## config.mk

```make
export PLATFORM = sky130hd
export DESIGN_NAME = shift_rgst_rx
export DESIGN_NICKNAME = d
export VERILOG_FILES = /design/src/rtl/shift_rgst_rx.sv
export SDC_FILE = /design/constraint.sdc
export NUM_CORES = 1
export LEC_CHECK = 0
export BUFFER_PORTS_ARGS = -buffer_cell sky130_fd_sc_hd__buf_4
export CAP_MARGIN = 20
export CORE_AREA = 2 2 42 44
export CTS_CLUSTER_DIAMETER = 80
export DETAILED_ROUTE_END_ITERATION = 16
export DIE_AREA = 0 0 44 46
export GPL_TIMING_DRIVEN = 0
export PLACE_DENSITY = 0.55
export SLEW_MARGIN = 20
export SYNTH_ARGS = -nofsm -noshare
export SYNTH_HDL_FRONTEND = slang
export SYNTH_SLANG_ARGS = --single-unit
```

## constraint.sdc

```tcl
create_clock -name clk -period 1.7 [get_ports clk]
set_clock_uncertainty 0.2 [all_clocks]
set_input_delay 0.255 -clock clk [delete_from_list [all_inputs] [get_ports clk]]
set_output_delay 0.255 -clock clk [all_outputs]
set_load 0.05 [all_outputs]
```

## src/rtl/shift_rgst_rx.sv

```systemverilog
// rtl/shift_rgst_rx.sv - LSB-first serial-in/parallel-out frame receiver
// Optional parity check: define SHIFT_RGST_RX_PARITY_CHK_EN.
module shift_rgst_rx #(
  parameter int             w       = 4,
  parameter logic [w-1:0]   rst_val = '0
) (
  input  logic                  clk,
  input  logic                  rst,
  input  logic                  start,
  input  logic                  sin,
  input  logic                  sin_vld,
  output logic [w-1:0]          q,
  output logic                  done,
  output logic                  busy,
  output logic [$clog2(w):0]    bit_cnt,
  output logic                  err
);

  localparam int CW = $clog2(w) + 1;

  localparam logic [1:0] S_IDLE = 2'd0;
  localparam logic [1:0] S_RECV = 2'd1;
`ifdef SHIFT_RGST_RX_PARITY_CHK_EN
  localparam logic [1:0] S_PAR  = 2'd2;
`endif

  logic [1:0]    state_q, state_d;
  logic [w-1:0]  sr_q, sr_d;
  logic [CW-1:0] cnt_q, cnt_d;
  logic [w-1:0]  q_q, q_d;
  logic          done_q, done_d;
  logic          busy_q, busy_d;
  logic [w-1:0]  sr_shift;

  // Incoming bit enters at the MSB so the first bit ends up in bit 0.
  assign sr_shift = {sin, sr_q[w-1:1]};

`ifdef SHIFT_RGST_RX_PARITY_CHK_EN
  logic err_q, err_d;
`endif

  // Next-state logic: frame start/restart, bit collection and completion.
  always_comb begin
    state_d = state_q;
    sr_d    = sr_q;
    cnt_d   = cnt_q;
    q_d     = q_q;
    done_d  = 1'b0;
`ifdef SHIFT_RGST_RX_PARITY_CHK_EN
    err_d   = err_q;
`endif
    case (state_q)
      S_IDLE: begin
        if (start) begin
          state_d = S_RECV;
          sr_d    = '0;
          cnt_d   = '0;
        end
      end
      S_RECV: begin
        if (start) begin
          // Restart drops the partial frame; this cycle's bit is discarded.
          sr_d  = '0;
          cnt_d = '0;
        end else if (sin_vld) begin
          sr_d = sr_shift;
          if (cnt_q == CW'(w - 1)) begin
`ifdef SHIFT_RGST_RX_PARITY_CHK_EN
            cnt_d   = CW'(w);
            state_d = S_PAR;
`else
            q_d     = sr_shift;
            done_d  = 1'b1;
            cnt_d   = '0;
            state_d = S_IDLE;
`endif
          end else begin
            cnt_d = cnt_q + CW'(1);
          end
        end
      end
`ifdef SHIFT_RGST_RX_PARITY_CHK_EN
      S_PAR: begin
        if (start) begin
          sr_d    = '0;
          cnt_d   = '0;
          state_d = S_RECV;
        end else if (sin_vld) begin
          // Even parity: the data ones plus the parity bit must be even.
          q_d     = sr_q;
          done_d  = 1'b1;
          err_d   = (^sr_q) ^ sin;
          cnt_d   = '0;
          state_d = S_IDLE;
        end
      end
`endif
      default: begin
        state_d = S_IDLE;
        sr_d    = '0;
        cnt_d   = '0;
      end
    endcase
    busy_d = (state_d != S_IDLE);
  end

  // State registers with synchronous active-high reset.
  always_ff @(posedge clk) begin
    if (rst) begin
      state_q <= S_IDLE;
      sr_q    <= '0;
      cnt_q   <= '0;
      q_q     <= rst_val;
      done_q  <= 1'b0;
      busy_q  <= 1'b0;
    end else begin
      state_q <= state_d;
      sr_q    <= sr_d;
      cnt_q   <= cnt_d;
      q_q     <= q_d;
      done_q  <= done_d;
      busy_q  <= busy_d;
    end
  end

`ifdef SHIFT_RGST_RX_PARITY_CHK_EN
  // Parity error flag holds until the next completion or reset.
  always_ff @(posedge clk) begin
    if (rst) begin
      err_q <= 1'b0;
    end else begin
      err_q <= err_d;
    end
  end
  assign err = err_q;
`else
  assign err = 1'b0;
`endif

  assign q       = q_q;
  assign done    = done_q;
  assign busy    = busy_q;
  assign bit_cnt = cnt_q;

endmodule

```

**Word-level counts from Yosys, hierarchy flattened**

Index checks and enable logic that the tools add are counted.

- $add $sub $neg: 1
- Equality and inequality tests: 4
- Multiplexer cells: 15
- Bitwise logic cells: 3
- Reduce and logical (&&, ||, !) cells: 5

Operators with widths:

| kind | count |
|---|---|
| two-way mux 3 bit | 4 |
| two-way mux 4 bit | 3 |
| two-way mux 2 bit | 4 |
| one-hot mux 4 bit (2 select lines) | 1 |
| one-hot mux 3 bit (2 select lines) | 1 |
| one-hot mux 2 bit (2 select lines) | 1 |
| AND reduction 4 bit | 1 |
| OR reduction 4 bit | 1 |
| adder 3 x 1 -> 3 bit (second input constant) | 1 |
| == test 3 x 2 -> 1 bit (second input constant) | 1 |
| inequality test 3 bit (second input constant) | 1 |
| inverter 1 bit | 3 |
| == test 2 x 1 -> 1 bit (second input constant) | 1 |
| zero test 2 bit | 1 |
| inequality test 2 bit (second input constant) | 1 |
| AND reduction 2 bit | 1 |
| nonzero test 2 bit | 1 |
| two-way mux 1 bit | 1 |

- Bits in registers: 15
- Bits of input ports: 5
- Output and inout bits: 10
- Logic and storage cells: 34

**Longest topological paths before layout**

Gate-level depths: netlist of the first run.

- Depth after elaboration: 6
- Gate-level depth with buffers: 4
- Mapped depth without buffers: 4

**Least setup slack after synthesis of the first run**

OpenSTA, ideal clock, no wires.

- Kind: register to register
- Start: reg cnt_q[0] (netlist: bit_cnt[0])
- End: reg q_q[0] (netlist: q[0])
- Setup time: 0.072 ns
- Data arrival time: 1.591 ns
- Required time: 1.428 ns
- Setup slack: -0.163 ns
- Cell stages (with the launch flop): 5
- Path buffers: 0
- Period minus slack after synthesis: 1.863 ns
- Cells stage by stage: dfxtp_1 > ha_1 > nand2b_1 > nor4_4 > mux2i_1

- Word-level cells in the longest chain between the ends: 2

Ends and longest elaborated chain:

| what | RTL line | text |
|---|---|---|
| start: declaration | 29 | `logic [CW-1:0] cnt_q, cnt_d;` |
| start signal: assignment | 119 | `cnt_q <= cnt_d;` |
| == test 3 x 2 -> 1 bit | 67 | `if (cnt_q == CW'(w - 1)) begin` |
| AND reduction 4 bit (no source line) | -- |  |
| end signal: assignment | 113 | `q_q <= rst_val;` |
| end signal: assignment | 120 | `q_q <= q_d;` |
| end: declaration | 30 | `logic [w-1:0] q_q, q_d;` |

No other way between the ends.
A chain may end at the register's enable or synchronous reset.

**Worst setup path in the final report of the first run**

- Start: reg cnt_q[0] (netlist: bit_cnt[0])
- End: reg q_q[3] (netlist: q[3])

The elaborated chain is that of the path after synthesis.

==> results.cfg, run 1 <==
[timing]
final-setup-viol-count = 0
drv_slew = 0
final-hold-violation-count = 0
max_freq_ghz = 0.637
rsz0062_at_grt = no
hold_slack_ns = 0.0429
fin_crit_sh = 0.923
min_period_ns = 1.57
finalSetupTns_ns = 0

[detailed_routing]
vias = 442
drt_iter0_markers = 1
wl_um = 976
firstDrtPassIters = 2
routed.top_layer = met4
wl_met2_um = 450
wl_per_cell_um = 10.4
drc = 0
postRouteAntennaNets = 0
m1WireLength_um = 450
vias_per_cell = 4.70
wl_met3_um = 51

[clock_tree]
path_clk_slew_ns = 0.09
cts_tree = built
cts_sinks = 14
cts_buffers = 3
insertion_delay_ns = 0.28
htree_levels = 1
clock_path_buffers = 2
cts_root_buf = clkbuf_4

[cells_and_area]
drive_above_1_share = 0.377
n_antenna_cell = 0
postLayoutCellArea_um2 = 747
area_growth_pct = 29.2
nets = 84
fillCellCount = 177

[pwr]
power_uw = 619
powerDensity_nw_per_um2 = 828
ir_drop_mv = 0.315
power.leakage_nw = 0.292

[floorplan]
start_util = 0.358
io-pin-count = 15
num_rows = 15
core_um2 = 1610
die_h_um = 46
die-area_um2 = 2020
dieWidth_um = 44

[synth]
ys_seq_elements = 14
synthTopCellsByCount = dfxtp_1, a21oi_1, nand2_1
synth_top_area_frac = 0.485
synth_area_per_cell_um2 = 9.97
yosysSeqAreaShare = 0.485
synthesis.area_um2 = 578
synth.distinct_cells = 22
ys_top_cells_by_area = dfxtp_1, or2b_2, mux2i_1
synth.most_common_cell = dfxtp_1
synth_edf_count = 0
synthArstFlopShare = 0
synthFlopType = dfxtp_1
synth_warnings = 0
netlist_instances = 58
yosys.area.top_type = dfxtp_1

[placed_design]
gp_congestion = 0.698
port_buffers = 13
place_area_um2 = 703

[grt]
overflow = 0
grt_antenna_before_repair = 0
grt_pass1_vias = 387
grt_pass1_wl_mm = 1.64
grt_max_degree = 11
grt_usage = 0.114

[critical_path]
startpoint_type = register
crit_type = register to register
ff2ff_setup_slack_ns = 0.13
cpMaxStageDelayCell = dfxtp_2
crit_chain = ha_1 -> nand2b_1 -> nor4_4 -> buf_4 -> mux2i_1
arrival_ns = 1.59
worst_path_largest_cell_delay_ns = 0.35
crit_fanout = 5
required_ns = 1.72
endpoint_kind = register

[min_path]
hold_path_class = primary input to register

[job]
maxCapViolCount = 0

[outcome]
status = complete, no violations
flip-flops by register name (all words and copies together) (netlist names):
register	flops
q	4
bit_cnt	3
sr_q	3
state_q	2
busy	1
done	1
layer usage:
metal / GRT usage / vias to the layer above
li1: - / 229
met1: 0.136 / 198
met2: 0.176 / 11
met3: 0.0238 / 4
met4: 0.0909 / 0
met5: 0 / -
cell families (layout without fill, tap and decap cells):
group	count (synthesis)	count (layout)	share of synthesized area
AND/OR/NAND/NOR	29	29	0.338
multiplexers	4	4	0.0693
AO/OA/AOI/OAI	6	6	0.0520
other	1	2	0.00649
buffers and inverters	3	21	0.0281
flip-flops	14	14	0.485
adder cells (fa/ha/maj)	1	1	0.0216
cells in the final DEF (no fill, tap or decap), types with 2 or more instances in the layout:
master | Yosys | routed
nand3_1 | 4 | 4
a21oi_1 | 6 | 6
dfxtp_2 | 0 | 2
nor3_1 | 2 | 2
or2b_1 | 2 | 2
buf_4 | 1 | 15
conb_1 | 1 | 2
dfxtp_1 | 14 | 12
mux2i_1 | 4 | 4
or2b_2 | 5 | 5
clkbuf_4 | 0 | 3
nand2_1 | 6 | 6
nand2b_1 | 2 | 2
worst max-delay path, delay by kind of cell (launching register included):
| family | cells | cell delay, ns |
|---|---|---|
| buf+inv | 1 | 0.18 |
| simple gates | 2 | 0.41 |
| mux | 1 | 0.18 |
| fa+ha+maj | 1 | 0.19 |
| flops | 1 | 0.35 |
what timing repair did:
item | in CTS | in global routing
endpoints found under the setup margin | 0 | 4
setup buffers | 0 | 1
hold buffers | 0 | 0
resized for setup | 0 | 0
where the power goes:
group	leakage (nW)	switching (mW)	internal, mW
combinational	0.156	0.0247	0.0147
sequential	0.115	0.00493	0.332
clock	0.0210	0.113	0.130
total	0.292	0.142	0.477
stage by stage:
step	instances	util	worst slack, ns
detailed placement	89	0.436	0.0859
global route	94	0.463	0.0215
global placement	89	0.436	0.102
CTS	93	0.458	0.0704
finish	94	0.463	0.131
floorplan	59	-	0.0304
worst paths after layout:
path | startpoint | end | cells after the start
setup / recovery | bit_cnt[0] | q[3] | 5
hold / removal | sin | sr_q[3] | 3
setup reg to reg | bit_cnt[0] | q[3] | 5
hold reg to reg | sr_q[1] | sr_q[1] | 2
area by class of cell:
type / count / area [um^2] / area share
clock buffers: 4 / 36.3 / 0.0486
plain buffers: 3 / 16.3 / 0.0218
well taps: 17 / 21.3 / 0.0285
repair buffers: 14 / 105 / 0.141
multi-input cells: 42 / 285 / 0.382
flip-flops and latches: 14 / 283 / 0.379
Power figures use the tool's default switching activity.
==> run 2, diff against run 1 <==
--- a/config.mk
+++ b/config.mk
@@ -11,7 +11,6 @@
 export CTS_CLUSTER_DIAMETER = 80
 export DETAILED_ROUTE_END_ITERATION = 16
 export DIE_AREA = 0 0 44 46
-export GPL_TIMING_DRIVEN = 0
 export PLACE_DENSITY = 0.55
 export SLEW_MARGIN = 20
 export SYNTH_ARGS = -nofsm -noshare
==> results.cfg, run 2 (synthesized netlist as in run 1, its figures left out) <==
[grt]
grt_usage = 0.116
grt_antenna_before_repair = 0
grt_max_degree = 13
overflow = 0
grt_pass1_wl_mm = 1.61
grt_pass1_vias = 393

[timing]
min_period_ns = 1.58
final-hold-violation-count = 0
hold_slack_ns = 0.0138
fin_crit_sh = 0.928
finalSetupTns_ns = 0
rsz0062_at_grt = no
max_freq_ghz = 0.634
drv_slew = 0
final-setup-viol-count = 0

[detailed_routing]
drt_iter0_markers = 1
firstDrtPassIters = 2
postRouteAntennaNets = 0
wl_um = 932
vias_per_cell = 4.74
vias = 436
drc = 0
wl_per_cell_um = 10.1

[job]
maxCapViolCount = 0

[pwr]
powerDensity_nw_per_um2 = 825
p_clk_frac = 0.387
power_frac_comb = 0.063
pwr-share-seq = 0.550
ir_drop_mv = 0.419
internal-power_uw = 475
p_sw_uw = 134
power.leakage_nw = 0.286
swShare = 0.220

[clock_tree]
ctsResizeCount = 0
cts_sinks = 14
insertion_delay_ns = 0.28
path_clk_slew_ns = 0.09
cts_hold_buf = 0
htree_levels = 1
cts_setup_buffers = 0
cts_root_buf = clkbuf_4
clock_path_buffers = 2
cts_tree = built
cts_buffers = 3

[cells_and_area]
post-route-util = 0.457
final_cell_mix = buf_4, dfxtp_1, a21oi_1, nand2_1, or2b_2
nets = 82
largest_register_ffs = 4
finalNonFillerCells = 92
final_common_cell = buf_4
n_antenna_cell = 0
drive_above_1_share = 0.373
area_growth_pct = 27.7

[critical_path]
endpoint_kind = register
startpoint_type = register
required_ns = 1.71
crit_type = register to register
crit_fanout = 5
arrival_ns = 1.59

[floorplan]
die-area_um2 = 2020
start_util = 0.358
die_h_um = 46
dieWidth_um = 44
io-pin-count = 15
num_rows = 15
core_um2 = 1610

[min_path]
hold_path_class = primary input to register

[placed_design]
gp_congestion = 0.733
dp.cells = 87
dp.final_hpwl_um = 696
port_buffers = 13

[outcome]
status = complete, no violations
[run 2: critical path: stages, from the launching register on]
cell      delay (ns)
dfxtp_2         0.36
ha_1            0.19
nand2b_1        0.13
nor4_4          0.28
buf_4           0.19
mux2i_1         0.17
[run 2: cell type report]
cell class / count / area [um^2]
fillers: 167 / 876
multi-input cells: 42 / 285
flip-flops and latches: 14 / 283
repair buffers: 15 / 113
clock buffers: 4 / 36.3
well taps: 17 / 21.3
[run 2: per-stage QoR]
stage                     total power [mW]  setup slack [ns]  area (um^2)
after floorplan                      0.366            0.0304          584
after global placement               0.383             0.151          694
after detailed placement             0.382            0.0859          694
after CTS                            0.620            0.0645          731
after global routing                 0.640           0.00227          738
final                                0.609             0.122          738
[run 2: per-layer routing]
| metal | wire (um) | track usage |
|---|---|---|
| met1 | 424 | 0.139 |
| met2 | 442 | 0.171 |
| met3 | 43 | 0.0238 |
| met4 | 22 | 0.109 |
| met5 | 0 | 0 |
[run 2: power groups by stage]
stage / clock network [mW] / registers, mW / logic (mW)
after floorplan: 0 / 0.348 / 0.0182
after global placement: 0 / 0.343 / 0.0399
after detailed placement: 0 / 0.343 / 0.0389
after CTS: 0.246 / 0.335 / 0.0391
after global routing: 0.261 / 0.336 / 0.0427
final: 0.235 / 0.335 / 0.0387
[run 2: worst paths after layout]
path | start | endpoint | slack [ns] | cells after the start
hold / removal | rst | done | 0.01 | 2
setup reg to reg | bit_cnt[0] | q[1] | 0.12 | 5
setup / recovery | bit_cnt[0] | q[1] | 0.12 | 5
hold reg to reg | sr_q[1] | sr_q[1] | 0.25 | 2
==> run 3, diff against run 2 <==
--- a/config.mk
+++ b/config.mk
@@ -8,10 +8,12 @@
 export BUFFER_PORTS_ARGS = -buffer_cell sky130_fd_sc_hd__buf_4
 export CAP_MARGIN = 20
 export CORE_AREA = 2 2 42 44
+export CTS_BUF_LIST = sky130_fd_sc_hd__clkbuf_16
 export CTS_CLUSTER_DIAMETER = 80
 export DETAILED_ROUTE_END_ITERATION = 16
 export DIE_AREA = 0 0 44 46
 export PLACE_DENSITY = 0.55
+export REMOVE_ABC_BUFFERS = 1
 export SLEW_MARGIN = 20
 export SYNTH_ARGS = -nofsm -noshare
 export SYNTH_HDL_FRONTEND = slang
==> results.cfg, run 3 (synthesized netlist as in run 1, its figures left out) <==
[detailed_routing]
postRouteAntennaNets = 0
vias_per_cell = 4.77
drt_iter0_markers = 2
firstDrtPassIters = 4
drc = 0
wl_per_cell_um = 11.0
vias = 439
wl_mm = 1.01

[cells_and_area]
n_antenna_cell = 0
drive_above_1_share = 0.333
multi_input_area_um2 = 285
largest_register_ffs = 4
layout.area.seq_um2 = 280
area_growth_pct = 34.6
nets = 82
final_common_cell = buf_4
post-route-util = 0.482
final_cell_mix = buf_4, dfxtp_1, a21oi_1, nand2_1, or2b_2
fillCellCount = 153

[grt]
grt_antenna_before_repair = 0
grt_pass1_vias = 423
grt_pass1_wl_mm = 1.77
overflow = 0
grt_usage = 0.124
grt_max_degree = 13

[floorplan]
io-pin-count = 15
die-area_um2 = 2020
start_util = 0.358
die_h_um = 46
dieWidth_um = 44
num_rows = 15
core_um2 = 1610

[timing]
final-setup-viol-count = 0
max_freq_ghz = 0.645
drv_slew = 0
rsz0062_at_grt = no
fin_ws_ns = 0.150
final-hold-violation-count = 0
hold_slack_ns = 0.0581
fin_crit_sh = 0.912
min_period_ns = 1.55

[min_path]
hold_path_class = primary input to register
hp-start = rst
min_to = done
holdPathStages = 2

[critical_path]
rr_endpoint = q[3]
worst_r2r_path_depth = 5
required_ns = 1.67
crit_type = register to register
ff2ff_setup_slack_ns = 0.15
startpoint_type = register
crit_fanout = 5
endpoint_kind = register
r2r-start = bit_cnt[0]
arrival_ns = 1.52

[clock_tree]
htree_levels = 1
ctsResizeCount = 0
cts_tree = built
cts_setup_buffers = 0
cts_hold_buf = 0
cts_root_buf = clkbuf_16
clock_path_buffers = 2
insertion_delay_ns = 0.24
cts_sinks = 14
path_clk_slew_ns = 0.05
cts_buffers = 3

[placed_design]
gp_congestion = 0.754
pre_cts_ws_ns = 0.149
port_buffers = 13
dp.final_hpwl_um = 694

[job]
maxCapViolCount = 0

[pwr]
ir_drop_mv = 0.560
power.leakage_nw = 0.303
powerDensity_nw_per_um2 = 1050

[outcome]
status = complete, no violations
[run 3: cell count changes in the layout (fill, tap and decap cells not counted)]
cell	previous run	this run
clkbuf_16	0	3
clkinv_1	0	1
dfxtp_2	2	0
clkbuf_4	3	0
clkbuf_8	1	0
dfxtp_1	12	14
[run 3: area by class of cell]
cell class / count / share of cell area
multi-input cells: 42 / 0.367
flip-flops and latches: 14 / 0.360
repair buffers: 15 / 0.145
clock buffers: 3 / 0.0965
well taps: 17 / 0.0273
clock inverters: 1 / 0.00482
[run 3: power by group]
part	leakage (nW)	switching [mW]	total, mW	internal (mW)
Combinational	0.151	0.0257	0.0391	0.0134
Clock	0.0385	0.129	0.439	0.310
Sequential	0.113	0.00366	0.337	0.333
[run 3: how the worst max path moves through the flow]
stage,startpoint,endpoint,slack (ns),cells past startpoint
after floorplan,bit_cnt[0],q[0],-0.16,4
after global placement,bit_cnt[0],q[3],0.19,5
after detailed placement,bit_cnt[0],q[3],0.15,5
after CTS,bit_cnt[0],q[3],0.13,5
after global routing,bit_cnt[0],q[3],0.008,5
final,bit_cnt[0],q[3],0.15,5
[run 3: routing by layer]
metal | global-route usage | part of all wire
met1 | 0.143 | 0.45
met2 | 0.197 | 0.47
met3 | 0.0357 | 0.053
met4 | 0.0909 | 0.023
met5 | 0 | 0
[run 3: per-stage QoR]
stage | TNS [ns] | instance area [um^2] | power, mW | cells
floorplan | -0.765 | 566 | 0.361 | 56
global placement | 0 | 699 | 0.382 | 88
detailed placement | 0 | 699 | 0.382 | 88
CTS | 0 | 778 | 0.825 | 92
global route | 0 | 778 | 0.844 | 92
finish | 0 | 778 | 0.815 | 92
[run 3: critical path, stage by stage (launching register included)]
cell and delay [ns]:
dfxtp_1 0.36, ha_1 0.21, nand2b_1 0.13, nor4_4 0.21, buf_4 0.18, mux2i_1 0.18
